`config.mk`:
```
export PLATFORM = sky130hd
export DESIGN_NAME = decode_stage_pipe
export DESIGN_NICKNAME = d
export VERILOG_FILES = /design/src/rtl/decode_pkg.sv /design/src/rtl/decode_regfile.sv /design/src/rtl/decode_stage_pipe.sv
export SDC_FILE = /design/constraint.sdc
export NUM_CORES = 1
export LEC_CHECK = 0
export ABC_AREA = 1
export CAP_MARGIN = 20
export CORE_ASPECT_RATIO = 1.1
export CORE_MARGIN = 3
export CORE_UTILIZATION = 60
export CTS_CLUSTER_SIZE = 28
export DETAILED_ROUTE_END_ITERATION = 7
export PLACE_DENSITY = 0.82
export SYNTH_ARGS = -nofsm -noshare
export SYNTH_HDL_FRONTEND = slang
export SYNTH_HIERARCHICAL = 1
export SYNTH_SLANG_ARGS = --single-unit
```
`constraint.sdc`:
```
create_clock -name clk -period 10.25 [get_ports clk]
set_clock_uncertainty 0.1 [all_clocks]
set_input_delay 2.05 -clock clk [delete_from_list [all_inputs] [get_ports clk]]
set_output_delay 2.05 -clock clk [all_outputs]
set_load 0.01 [all_outputs]
```
`src/rtl/decode_pkg.sv`:
```
// decode_pkg: shared definitions for the decode stage.
//   - opcode width and instruction field offsets (as functions of RA)
//   - branch sense encodings (BR_EQ / BR_NE)
//   - f_clog2 for deriving RA from NREG
//   - f_sext_off: sign-extends the rd field for use as a branch offset
package decode_pkg;

  localparam int OPC_W = 4;

  // Branch sense, as carried on in_br_ne
  localparam logic BR_EQ = 1'b0;
  localparam logic BR_NE = 1'b1;

  function automatic int f_clog2(input int n);
    int r;
    int v;
    r = 0;
    v = n - 1;
    while (v > 0) begin
      r++;
      v = v >> 1;
    end
    return r;
  endfunction

  // Instruction layout: {opcode, rs1, rs2, rd}, each register field RA bits
  function automatic int f_rd_lsb(input int ra);
    return 0 * ra;
  endfunction

  function automatic int f_rs2_lsb(input int ra);
    return ra;
  endfunction

  function automatic int f_rs1_lsb(input int ra);
    return 2 * ra;
  endfunction

  function automatic int f_opc_lsb(input int ra);
    return 3 * ra;
  endfunction

  // Sign-extend the low 'ra' bits of 'field' to 32 bits. Callers truncate
  // the result to their PC width, which gives modulo-2^PC_W arithmetic.
  function automatic logic [31:0] f_sext_off(input logic [31:0] field, input int ra);
    logic [31:0] mask;
    logic [31:0] r;
    mask = (32'd1 << ra) - 32'd1;
    r    = field & mask;
    if (r[ra-1]) begin
      r = r | ~mask;
    end
    return r;
  endfunction

endpackage

```
`src/rtl/decode_regfile.sv`:
```
// decode_regfile: NREG x DATA_W register file for the decode stage.
//   clk, reset          : clock, asynchronous active-high reset (clears all registers)
//   rd_addr_a/rd_data_a : read port A (combinational)
//   rd_addr_b/rd_data_b : read port B (combinational)
//   wr_en/wr_addr/wr_data : single write port, committed on posedge
// R0 always reads zero and ignores writes. A write in the same cycle as a
// read of the same (non-zero) register is forwarded to the read port.
module decode_regfile
  import decode_pkg::*;
#(
  parameter int DATA_W = 16,
  parameter int NREG   = 16,
  localparam int RA    = f_clog2(NREG)
) (
  input  logic              clk,
  input  logic              reset,
  input  logic [RA-1:0]     rd_addr_a,
  output logic [DATA_W-1:0] rd_data_a,
  input  logic [RA-1:0]     rd_addr_b,
  output logic [DATA_W-1:0] rd_data_b,
  input  logic              wr_en,
  input  logic [RA-1:0]     wr_addr,
  input  logic [DATA_W-1:0] wr_data
);

  logic [DATA_W-1:0] regs [NREG];

  // One flop group per register so the reset can clear every entry at once;
  // entry 0 is a constant and never stores anything.
  genvar gi;
  generate
    for (gi = 0; gi < NREG; gi++) begin : g_reg
      if (gi == 0) begin : g_zero
        assign regs[gi] = '0;
      end else begin : g_flop
        logic [DATA_W-1:0] q_reg;
        always_ff @(posedge clk or posedge reset) begin
          if (reset) begin
            q_reg <= '0;
          end else if (wr_en && (wr_addr == RA'(gi))) begin
            q_reg <= wr_data;
          end
        end
        assign regs[gi] = q_reg;
      end
    end
  endgenerate

  always_comb begin
    rd_data_a = regs[rd_addr_a];
    if (rd_addr_a == '0) begin
      rd_data_a = '0;
    end else if (wr_en && (wr_addr == rd_addr_a)) begin
      rd_data_a = wr_data;
    end
  end

  always_comb begin
    rd_data_b = regs[rd_addr_b];
    if (rd_addr_b == '0) begin
      rd_data_b = '0;
    end else if (wr_en && (wr_addr == rd_addr_b)) begin
      rd_data_b = wr_data;
    end
  end

endmodule

```
`src/rtl/decode_stage_pipe.sv`:
```
// decode_stage_pipe: pipelined decode stage between fetch and execute.
//   clk, reset            : clock, asynchronous active-high reset
//   in_valid/in_ready     : handshake with fetch
//   in_inst, in_pc        : instruction {opcode, rs1, rs2, rd} and its pc
//   in_wr/in_load/in_branch/in_br_ne : instruction flags
//   wb_en/wb_addr/wb_data : writeback into the register file
//   br_taken/br_target    : combinational taken-branch pulse and target
//   out_valid/out_ready   : handshake with execute
//   out_*                 : registered ID/EX fields
// Reads operands (with writeback bypass), resolves BEQ/BNE, stalls on
// load-use and branch-operand hazards, and holds the ID/EX register.
module decode_stage_pipe
  import decode_pkg::*;
#(
  parameter int DATA_W  = 16,
  parameter int PC_W    = 12,
  parameter int NREG    = 16,
  localparam int RA     = f_clog2(NREG),
  localparam int INST_W = 3 * RA + 4
) (
  input  logic              clk,
  input  logic              reset,
  input  logic              in_valid,
  output logic              in_ready,
  input  logic [INST_W-1:0] in_inst,
  input  logic [PC_W-1:0]   in_pc,
  input  logic              in_wr,
  input  logic              in_load,
  input  logic              in_branch,
  input  logic              in_br_ne,
  input  logic              wb_en,
  input  logic [RA-1:0]     wb_addr,
  input  logic [DATA_W-1:0] wb_data,
  output logic              br_taken,
  output logic [PC_W-1:0]   br_target,
  output logic              out_valid,
  input  logic              out_ready,
  output logic [3:0]        out_opcode,
  output logic [DATA_W-1:0] out_rs1_data,
  output logic [DATA_W-1:0] out_rs2_data,
  output logic [RA-1:0]     out_rd,
  output logic [PC_W-1:0]   out_pc,
  output logic              out_wr,
  output logic              out_load
);

  localparam int OPC_LSB = f_opc_lsb(RA);
  localparam int RS1_LSB = f_rs1_lsb(RA);
  localparam int RS2_LSB = f_rs2_lsb(RA);
  localparam int RD_LSB  = f_rd_lsb(RA);

  logic [OPC_W-1:0]  opcode;
  logic [RA-1:0]     rs1;
  logic [RA-1:0]     rs2;
  logic [RA-1:0]     rd_field;
  logic [DATA_W-1:0] rs1_val;
  logic [DATA_W-1:0] rs2_val;
  logic              hz;
  logic              accept;

  logic              out_valid_reg;
  logic [OPC_W-1:0]  out_opcode_reg;
  logic [DATA_W-1:0] out_rs1_data_reg;
  logic [DATA_W-1:0] out_rs2_data_reg;
  logic [RA-1:0]     out_rd_reg;
  logic [PC_W-1:0]   out_pc_reg;
  logic              out_wr_reg;
  logic              out_load_reg;

  assign opcode   = in_inst[OPC_LSB +: OPC_W];
  assign rs1      = in_inst[RS1_LSB +: RA];
  assign rs2      = in_inst[RS2_LSB +: RA];
  assign rd_field = in_inst[RD_LSB +: RA];

  decode_regfile #(
    .DATA_W (DATA_W),
    .NREG   (NREG)
  ) u_regfile (
    .clk       (clk),
    .reset     (reset),
    .rd_addr_a (rs1),
    .rd_data_a (rs1_val),
    .rd_addr_b (rs2),
    .rd_data_b (rs2_val),
    .wr_en     (wb_en),
    .wr_addr   (wb_addr),
    .wr_data   (wb_data)
  );

  // The instruction in ID/EX produces a register this one reads, and the value
  // is not yet usable here: a load has no data until execute/memory, and a
  // branch compares in decode so it cannot wait for forwarding downstream.
  always_comb begin
    hz = out_valid_reg && out_wr_reg && (out_rd_reg != '0) &&
         ((out_rd_reg == rs1) || (out_rd_reg == rs2)) &&
         (out_load_reg || in_branch);
  end

  // reset gating keeps br_taken low while the pipe is being cleared
  assign in_ready = !reset && !hz && (!out_valid_reg || out_ready);
  assign accept   = in_valid && in_ready;

  assign br_taken  = accept && in_branch &&
                     ((rs1_val == rs2_val) ^ (in_br_ne == BR_NE));
  assign br_target = in_pc + PC_W'(1) + PC_W'(f_sext_off(32'(rd_field), RA));

  always_ff @(posedge clk or posedge reset) begin
    if (reset) begin
      out_valid_reg    <= 1'b0;
      out_opcode_reg   <= '0;
      out_rs1_data_reg <= '0;
      out_rs2_data_reg <= '0;
      out_rd_reg       <= '0;
      out_pc_reg       <= '0;
      out_wr_reg       <= 1'b0;
      out_load_reg     <= 1'b0;
    end else if (accept) begin
      out_valid_reg    <= 1'b1;
      out_opcode_reg   <= opcode;
      out_rs1_data_reg <= rs1_val;
      out_rs2_data_reg <= rs2_val;
      out_rd_reg       <= rd_field;
      out_pc_reg       <= in_pc;
      out_wr_reg       <= in_wr;
      out_load_reg     <= in_load;
    end else if (out_ready) begin
      // consumer took the op and nothing replaces it: bubble, payload kept
      out_valid_reg    <= 1'b0;
    end
  end

  assign out_valid    = out_valid_reg;
  assign out_opcode   = out_opcode_reg;
  assign out_rs1_data = out_rs1_data_reg;
  assign out_rs2_data = out_rs2_data_reg;
  assign out_rd       = out_rd_reg;
  assign out_pc       = out_pc_reg;
  assign out_wr       = out_wr_reg;
  assign out_load     = out_load_reg;

endmodule

```
Word level (Yosys, flattened, before mapping)
Index checks and enable logic that the tools add are counted.
{"block": "word_totals", "ff_bits": 295, "latch_bits": 0, "mem_bits_rw": 0, "mem_bits_ro": 0, "input_bits": 57, "output_inout_bits": 69, "elab_cells": 99, "memories": 0}
{"block": "op_classes", "addsub": 2, "n_mul": 0, "n_div": 0, "magnitude_cmp": 2, "n_eq_ne": 20, "shifts": 0, "n_mux": 13, "n_bitwise": 3, "reduce_logical": 36}
{"cell": "binary-select mux 16 bit (select 4 bit)", "n": 2}
{"cell": "2-to-1 mux 16 bit", "n": 8}
{"cell": "== test 4 bit, second input constant", "n": 8}
{"cell": "logical AND 1 bit", "n": 26}
{"cell": "== test 16 bit", "n": 1}
{"cell": "== test 4 x 3 -> 1 bit, second input constant", "n": 4}
{"cell": "== test 4 bit", "n": 4}
{"cell": "adder 12 x 1 -> 12 bit, second input constant", "n": 1}
{"cell": "adder 12 bit", "n": 1}
{"cell": "2-to-1 mux 12 bit", "n": 1}
{"cell": "greater-or-equal comparator 5 bit, second input constant", "n": 2}
{"cell": "NOT 4 -> 5 bit", "n": 2}
{"cell": "== test 4 x 2 -> 1 bit, second input constant", "n": 2}
{"cell": "logical NOT 4 bit", "n": 2}
{"cell": "== test 4 x 1 -> 1 bit, second input constant", "n": 1}
{"cell": "nonzero test 4 bit", "n": 1}
{"cell": "logical NOT 1 bit", "n": 3}
{"cell": "logical OR 1 bit", "n": 3}
{"cell": "2-to-1 mux 1 bit", "n": 2}
{"cell": "nonzero test 2 bit", "n": 1}
{"cell": "XOR 1 bit", "n": 1}

Logic depth before layout (Yosys ltp)
Gate-level depths: netlist of the first run.
{"block": "logic_depth", "depth_word": 10, "depth_mapped": 21, "mapped_depth_nobuf": 19}

Hierarchy
Netlist of the first run, hierarchy kept.
{"mod": "decode_regfile", "instances": 1, "cells_per_inst": 2202, "area_per_inst_um2": 14182.4, "seq_area_each_um2": 6005.8}
{"mod": "decode_stage_pipe", "instances": 1, "cells_per_inst": 468, "area_per_inst_um2": 3389.5, "seq_area_each_um2": 1376.3}

Least setup slack after synthesis of the first run
Ideal clock, no wire load.
{"block": "synth_path", "kind": "in2out", "start": "input port in_inst[4]", "end": "output port br_taken", "arrival_ns": 3.769, "t_required_ns": 8.100, "path_slack_ns": 4.331, "path_stages": 21, "n_path_buf": 3, "path_cell_list": "buf_2 buf_2 buf_2 nand2_1 nand2_1 nand2_1 nand3_1 nand2_1 nor2_1 nor2_1 nor2_1 nand2_1 inv_1 nor2_1 nor2_1 nand2_1 nor2_1 nand2_1 nand2_1 nand2_1 nor2_1"}
{"block": "synth_between", "word_cells_on_any_way": 21, "classes_between": "eq/ne (3); mux (5); bitwise (2); reduce/logical (11)"}
{"element": "from (decl)", "line_no": "decode_stage_pipe.sv:25", "source": "input logic [INST_W-1:0] in_inst,"}
{"element": "NOT 4 -> 5 bit (implied by the code)", "line_no": "decode_regfile.sv:59", "source": "rd_data_b = regs[rd_addr_b];"}
{"element": "binary-select mux 16 bit (select 4 bit)", "line_no": "decode_regfile.sv:59"}
{"element": "2-to-1 mux 16 bit (implied by the code) (2 in a row)", "line_no": "decode_regfile.sv:59"}
{"element": "2-to-1 mux 16 bit", "line_no": "decode_regfile.sv:62", "source": "end else if (wr_en && (wr_addr == rd_addr_b)) begin"}
{"element": "2-to-1 mux 16 bit (*)", "line_no": "decode_regfile.sv:60", "source": "if (rd_addr_b == '0) begin"}
{"element": "net rs2_val[8]", "line_no": "decode_stage_pipe.sv:57", "source": "logic [DATA_W-1:0] rs2_val;"}
{"element": "== test 16 bit (*)", "line_no": "decode_stage_pipe.sv:104", "source": "((rs1_val == rs2_val) ^ (in_br_ne == BR_NE));"}
{"element": "XOR 1 bit (*)", "line_no": "decode_stage_pipe.sv:104"}
{"element": "logical AND 1 bit (*)", "line_no": "decode_stage_pipe.sv:103", "source": "assign br_taken = accept && in_branch &&"}
{"element": "to (decl)", "line_no": "decode_stage_pipe.sv:34", "source": "output logic br_taken,"}
Mark *: on every way through the listed nets, which the timed path passes. The rest lies on a longest branch. The select of a mux whose other input is x is not followed.

Final worst setup path of the first run
{"block": "layout_path", "start": "input port in_inst[11]", "end": "output port br_taken"}
{"block": "layout_between", "word_cells_on_any_way": 21, "classes_between": "eq/ne (3); mux (5); bitwise (2); reduce/logical (11)"}
{"element": "NOT 4 -> 5 bit (implied by the code)", "line_no": "decode_regfile.sv:50", "source": "rd_data_a = regs[rd_addr_a];"}
{"element": "binary-select mux 16 bit (select 4 bit)", "line_no": "decode_regfile.sv:50"}
{"element": "2-to-1 mux 16 bit (implied by the code) (2 in a row)", "line_no": "decode_regfile.sv:50"}
{"element": "2-to-1 mux 16 bit", "line_no": "decode_regfile.sv:53", "source": "end else if (wr_en && (wr_addr == rd_addr_a)) begin"}
{"element": "2-to-1 mux 16 bit (*)", "line_no": "decode_regfile.sv:51", "source": "if (rd_addr_a == '0) begin"}
{"element": "net rs1_val[6]", "line_no": "decode_stage_pipe.sv:56", "source": "logic [DATA_W-1:0] rs1_val;"}
{"element": "== test 16 bit (*)", "line_no": "decode_stage_pipe.sv:104"}
{"element": "XOR 1 bit (*)", "line_no": "decode_stage_pipe.sv:104"}
{"element": "logical AND 1 bit (*)", "line_no": "decode_stage_pipe.sv:103"}
Marks and branches as above.

==> flow_summary.json, run 1 <==
{
  "sw_ratio_pct": 33.5,
  "sequentialPowerShare_pct": 42.6,
  "detail_route.vias_per_cell": 5.93,
  "drt_drc_violations_left": 0,
  "via_count": 18200,
  "timing.final.setup_violations": 0,
  "reg2reg_slack_ns": 7.68,
  "cts.htree.levels": 1,
  "critical_path.max_stage_delay_ns": 1.02,
  "tritoncts": "built",
  "cts_post_setup_buffers_inserted": 0,
  "cp.required_ns": 8.10,
  "count_of_antenna_violating_nets_left_after_detailed_routing": 0,
  "crit_arrival_ns": 6.30,
  "timing.hold.worst_endpoint": "out_rs1_data[6]$_DFFE_PP0P_",
  "cp-end-kind": "output pin",
  "drive_above_1_share_pct": 4.21,
  "worst_pin_slew_ns": 1.11,
  "post-route-period-util_pct": 82.4,
  "clkSinkCount": 295,
  "static_power_due_to_leakage_uw": 0.0103,
  "drt_iter0_drc": 2609,
  "cts.path.max_buffers": 3,
  "most-common-layout-cells": "nand2_1, dfrtp_1, o21ai_0, nand3_1, nor2_1",
  "stdcell_area_um2": 19900,
  "criticalPathCategory": "primary input to output pin",
  "cell_internal_pwr_uw": 2450,
  "synth_area_um2": 17600,
  "grt_pass1_wl_um": 91900,
  "critical_path.top_delay_family": "simple AND/OR/NAND/NOR gates",
  "mostFrequentLayoutCell": "nand2_1",
  "post_synthesis_to_final_layout_area_growth_pct": 13.1,
  "floorplan.initialDensity_pct": 61.0,
  "post_layout_minimum_cycle_time_ns": 8.45,
  "holdBufCountCts": 0,
  "die-area_um2": 31400,
  "yosysUniqueCellTypes": 26,
  "worst_setup_path_startpoint": "in_inst[11]",
  "wl_per_cell_um": 19.1,
  "number_of_buffer_cells_added_on_primary_ports": 125,
  "critical_path_peak_fanout": 32,
  "nets": 2755,
  "postSynthRegisterBits": 295,
  "worst_slew_margin_rel_pct": 25.9,
  "tns_setup_ns": 0,
  "power.combinational.fraction_pct": 26.6,
  "worst_setup_path_start_kind": "primary input",
  "r2r_start": "out_rd[3]$_DFFE_PP0P_",
  "die_width_um": 169,
  "cell_type_with_the_highest_occurrence_count_on_the_critical_path": "nand2_1",
  "timing.critical_path.cells": "clkdlybuf4s50_1, buf_4, o21ai_0, nor2_1, nand2_1, nand3_1, nor2_1, nor2_1, inv_1, nand2_1, nand2_1, nor2_1, nand2_1, nor2_1, nand2_1, nand2_1, nand2_1, nor2_1, clkdlybuf4s50_1",
  "pins_over_slew_limit": 0,
  "hpwlAfterDp_um": 38300,
  "run_status": "completed",
  "postCtsResizedCells": 0,
  "hold_path_depth": 2,
  "power.switching_uw": 1230,
  "synth_sequential_area_ratio_pct": 42.0,
  "grtUsageTotal_pct": 36.6,
  "ioPinCount": 126,
  "grt_pass1_vias": 16800,
  "clock_tree.root_cell": "clkbuf_16",
  "clk-insertion-delay-late_ns": 0.58,
  "clk_pin_slew_ns": 0.06,
  "drt_pre_antenna_iters": 7,
  "globalplace.congestion": 1.02,
  "critPathBufInv": 4,
  "core_area_um2": 28800,
  "placedInstanceArea_um2": 18700,
  "rows": 65,
  "largest_net_degree_at_the_start_of_global_routing": 93,
  "synth.avg_cell_area_um2": 6.58,
  "fillers": 2454,
  "hold_start": "out_rs1_data[6]$_DFFE_PP0P_",
  "grt_setup_unrepaired": "no",
  "max_cap_violations": 0,
  "routed_wirelength_um": 58700,
  "die_y_um": 185,
  "post_synth_inst_count": 2670,
  "overflow": 0,
  "power_density_nw_per_um2": 185,
  "numCtsBuffers": 31,
  "synth_fp_nets": 2739,
  "power.clock.fraction_pct": 30.8,
  "holdCritPathClass": "flip-flop to flip-flop",
  "cpMaxStageDelayCell": "clkdlybuf4s50_1",
  "num_antenna_cells": 0,
  "grt_antenna_before_repair": 0,
  "hold_viol_final": 0,
  "largest_register_ffs": 240,
  "ir_worst_vdd_v": 0.000238,
  "reg2reg_to": "out_rs2_data[2]$_DFFE_PP0P_",
  "ys.warnings.count": 6,
  "worst-r2r-cell-count": 11,
  "max_freq_mhz": 118
}
-- routing by layer --
metal	vias to the layer above	global-route usage, %	wire [µm]
li1	8455	-	-
met4	0	13.6	1930
met5	-	0	0
met3	153	6.92	6720
met1	8509	51.2	23800
met2	1120	57.4	26300
-- worst min-delay path: cells and delay by family (launching register included) --
kind	cells	cell delay, ns
flip-flops	1	0.34
AND/OR/NAND/NOR	2	0.09
-- Yosys cell counts (all sizes together) --
cell type | count | area [µm²]
xnor2 | 4 | 35.0
o21ai | 296 | 1480
fa | 1 | 20.0
a21oi | 56 | 280
nand4 | 59 | 369
xor2 | 9 | 78.8
nor2 | 205 | 785
a31oi | 2 | 12.5
ha | 11 | 138
nor3 | 5 | 45.0
a21o | 2 | 15.0
buf | 98 | 549
inv | 195 | 732
clkbuf | 79 | 297
dfrtp | 295 | 7380
nand2 | 1146 | 4300
nand3 | 207 | 1050
-- power by group through the flow --
| stage | clock [µW] | sequential, µW | combinational (µW) |
|---|---|---|---|
| after floorplan | 0 | 1560 | 613 |
| after global placement | 0 | 1570 | 922 |
| after detailed placement | 0 | 1580 | 950 |
| after CTS | 1140 | 1560 | 958 |
| after global routing | 1190 | 1590 | 1100 |
| final | 1130 | 1570 | 978 |
-- kinds of logic after synthesis --
family / Yosys count / synth area share, %
DFF: 295 / 42.0
buffers and inverters: 372 / 8.98
AOI/OAI and AO/OA: 356 / 10.2
xor gates and xnor gates: 13 / 0.648
adders and majority gates: 12 / 0.897
and+or+nand+nor: 1622 / 37.3
-- layout make-up --
cell class                 count  area (µm²)  area share [%]
tap                          368         460            2.32
clock inverter                 9         128           0.642
inverter                     195         739            3.72
timing repair buffer         160        1650            8.31
clock buffer                  43         881            4.43
sequential                   295        7380            37.1
multi-input combinational   2003        8630            43.4
-- per-stage QoR --
stage	instances	power (µW)	utilization, %	worst slack, ns	hold slack, ns
final	3073	3680	69.0	1.80	0.369
after global routing	3073	3880	69.0	1.55	0.397
after CTS	3065	3660	68.3	1.92	0.373
after detailed placement	3013	2530	64.8	1.92	0.358
after global placement	3012	2490	64.8	1.97	0.352
after floorplan	2670	2180	-	1.51	0.353
-- worst max path at each step --
stage | end | slack [ns] | cells past startpoint
after floorplan | u_regfile/g_reg[10].g_flop.q_reg[0]$_DFFE_PP0P_ | 1.51 | 1
after global placement | br_taken | 1.97 | 19
after detailed placement | br_taken | 1.92 | 15
after CTS | br_taken | 1.92 | 14
after global routing | br_taken | 1.55 | 19
final | br_taken | 1.80 | 19
No activity file was read; power rests on OpenSTA's default activity.
==> run 2, diff against run 1 <==
==> constraint.sdc (replaced) <==
create_clock -name clk -period 8.03 [get_ports clk]
set_clock_uncertainty 0.1 [all_clocks]
set_input_delay 1.606 -clock clk [delete_from_list [all_inputs] [get_ports clk]]
set_output_delay 1.606 -clock clk [all_outputs]
set_load 0.01 [all_outputs]
==> flow_summary.json, run 2 (synthesized netlist as in run 1, its figures left out) <==
{
  "run_status": "completed",
  "clk-insertion-delay-late_ns": 0.59,
  "wl_per_cell_um": 19.6,
  "detailedPlace.worstSlack_ns": 1.19,
  "criticalPathCategory": "primary input to output pin",
  "grt_antenna_before_repair": 0,
  "clk_pin_slew_ns": 0.07,
  "crit_arrival_ns": 5.30,
  "routed_wirelength_um": 60400,
  "die-area_um2": 31400,
  "timing.final.setup_violations": 0,
  "timing.critical_path.cells": "buf_4, inv_2, nor2_2, buf_4, nand2_1, nand3_1, nor2_1, nor2_1, nor2_1, nor2_1, xor2_1, nor2_1, nand2_1, nor2_1, nand2_1, nand2_1, nand2_1, nor2_1, clkdlybuf4s50_1",
  "most-common-layout-cells": "nand2_1, dfrtp_1, o21ai_0, nand3_1, nor2_1",
  "finalHoldWorstSlack_ns": 0.377,
  "ir_worst_vdd_v": 0.000183,
  "rows": 65,
  "worst_setup_path_start_kind": "primary input",
  "grtUsageTotal_pct": 37.9,
  "hold_viol_final": 0,
  "die_width_um": 169,
  "clock_tree.root_cell": "clkbuf_16",
  "max_freq_mhz": 143,
  "numCtsBuffers": 31,
  "detail_route.vias_per_cell": 5.98,
  "cts.path.max_buffers": 3,
  "max_cap_violations": 0,
  "postCtsResizedCells": 0,
  "tns_setup_ns": 0,
  "drt_drc_violations_left": 0,
  "post_synthesis_to_final_layout_area_growth_pct": 13.5,
  "worst_slew_margin_rel_pct": 26.3,
  "fin_cells": 3081,
  "cts.htree.levels": 1,
  "cell_type_with_the_highest_occurrence_count_on_the_critical_path": "nor2_1",
  "final_critical_path_setup_slack_ns": 1.03,
  "floorplan.initialDensity_pct": 61.0,
  "cp.required_ns": 6.32,
  "globalplace.congestion": 0.988,
  "static_power_due_to_leakage_uw": 0.0103,
  "post-route-period-util_pct": 87.2,
  "drt_pre_antenna_iters": 7,
  "cpMaxStageDelayCell": "clkdlybuf4s50_1",
  "tritoncts": "built",
  "mostFrequentLayoutCell": "nand2_1",
  "largest_register_ffs": 240,
  "placed_cells": 3019,
  "count_of_antenna_violating_nets_left_after_detailed_routing": 0,
  "cp-end-kind": "output pin",
  "grt_setup_unrepaired": "no",
  "critical_path_peak_fanout": 39,
  "critical_path.max_stage_delay_ns": 0.54,
  "number_of_buffer_cells_added_on_primary_ports": 125,
  "pins_over_slew_limit": 0,
  "nets": 2762,
  "drive_above_1_share_pct": 4.35,
  "fillers": 2481,
  "holdCritPathClass": "flip-flop to flip-flop",
  "ioPinCount": 126,
  "largest_net_degree_at_the_start_of_global_routing": 182,
  "via_count": 18400,
  "holdBufCountCts": 0,
  "post_layout_minimum_cycle_time_ns": 7.00,
  "clkSinkCount": 295,
  "overflow": 0,
  "cts_post_setup_buffers_inserted": 0,
  "grt_pass1_vias": 17000,
  "hpwlAfterDp_um": 39900,
  "die_y_um": 185,
  "grt_pass1_wl_um": 94300,
  "worst_pin_slew_ns": 1.11,
  "drt_iter0_drc": 2630,
  "power_density_nw_per_um2": 237,
  "core_area_um2": 28800
}
[run 2: cell count changes in the layout (fill, tap and decap cells not counted), moves of 2 or more]
cell	delta
buf_4	+4
buf_8	+4
clkbuf_1	+3
clkinv_2	-2
[run 2: final timing paths]
check,startpoint,endpoint,slack [ns],cells after the start
min in group asynchronous,reset,u_regfile/g_reg[7].g_flop.q_reg[14]$_DFFE_PP0P_,1.54,2
worst max-delay path,in_inst[8],br_taken,1.03,19
max in group asynchronous,reset,u_regfile/g_reg[4].g_flop.q_reg[10]$_DFFE_PP0P_,4.79,3
worst min register to register,out_rs1_data[12]$_DFFE_PP0P_,out_rs1_data[12]$_DFFE_PP0P_,0.38,2
worst min-delay path,out_rs1_data[12]$_DFFE_PP0P_,out_rs1_data[12]$_DFFE_PP0P_,0.38,2
worst max register to register,out_rd[1]$_DFFE_PP0P_,out_pc[10]$_DFFE_PP0P_,5.32,11
[run 2: final cells by class]
cell class / instances / area [µm²] / area share [%]
Clock buffer: 45 / 878 / 4.40
Tap cell: 368 / 460 / 2.31
Sequential cell: 295 / 7380 / 37.0
Timing Repair Buffer: 167 / 1710 / 8.57
Inverter: 195 / 736 / 3.69
Antenna cell: 1 / 2.50 / 0.0125
Clock inverter: 7 / 139 / 0.696
Multi-Input combinational cell: 2003 / 8630 / 43.3
[run 2: critical path: cells and delay by family]
kind | cells | cell delay [ns]
and+or+nand+nor | 14 | 1.85
buffers and inverters | 4 | 1.68
xor gates and xnor gates | 1 | 0.10
[run 2: power breakdown]
part / internal, µW / switching, µW
sequential: 1800 / 204
clock: 876 / 598
combinational: 475 / 778
[run 2: through the flow]
stage	utilization, %	total power [µW]	cell area (µm²)
final	69.3	4730	19900
after CTS	68.6	4710	19700
after global placement	65.0	3190	18700
after global routing	69.3	5000	19900
after floorplan	-	2780	17600
after detailed placement	65.0	3240	18700
[run 2: layer usage]
metal	up-vias	global-route usage, %	routed length [µm]
met1	8556	53.2	24300
met3	166	7.88	7340
met2	1241	59.3	27100
li1	8459	-	-
met4	0	12.9	1790
met5	-	0	0
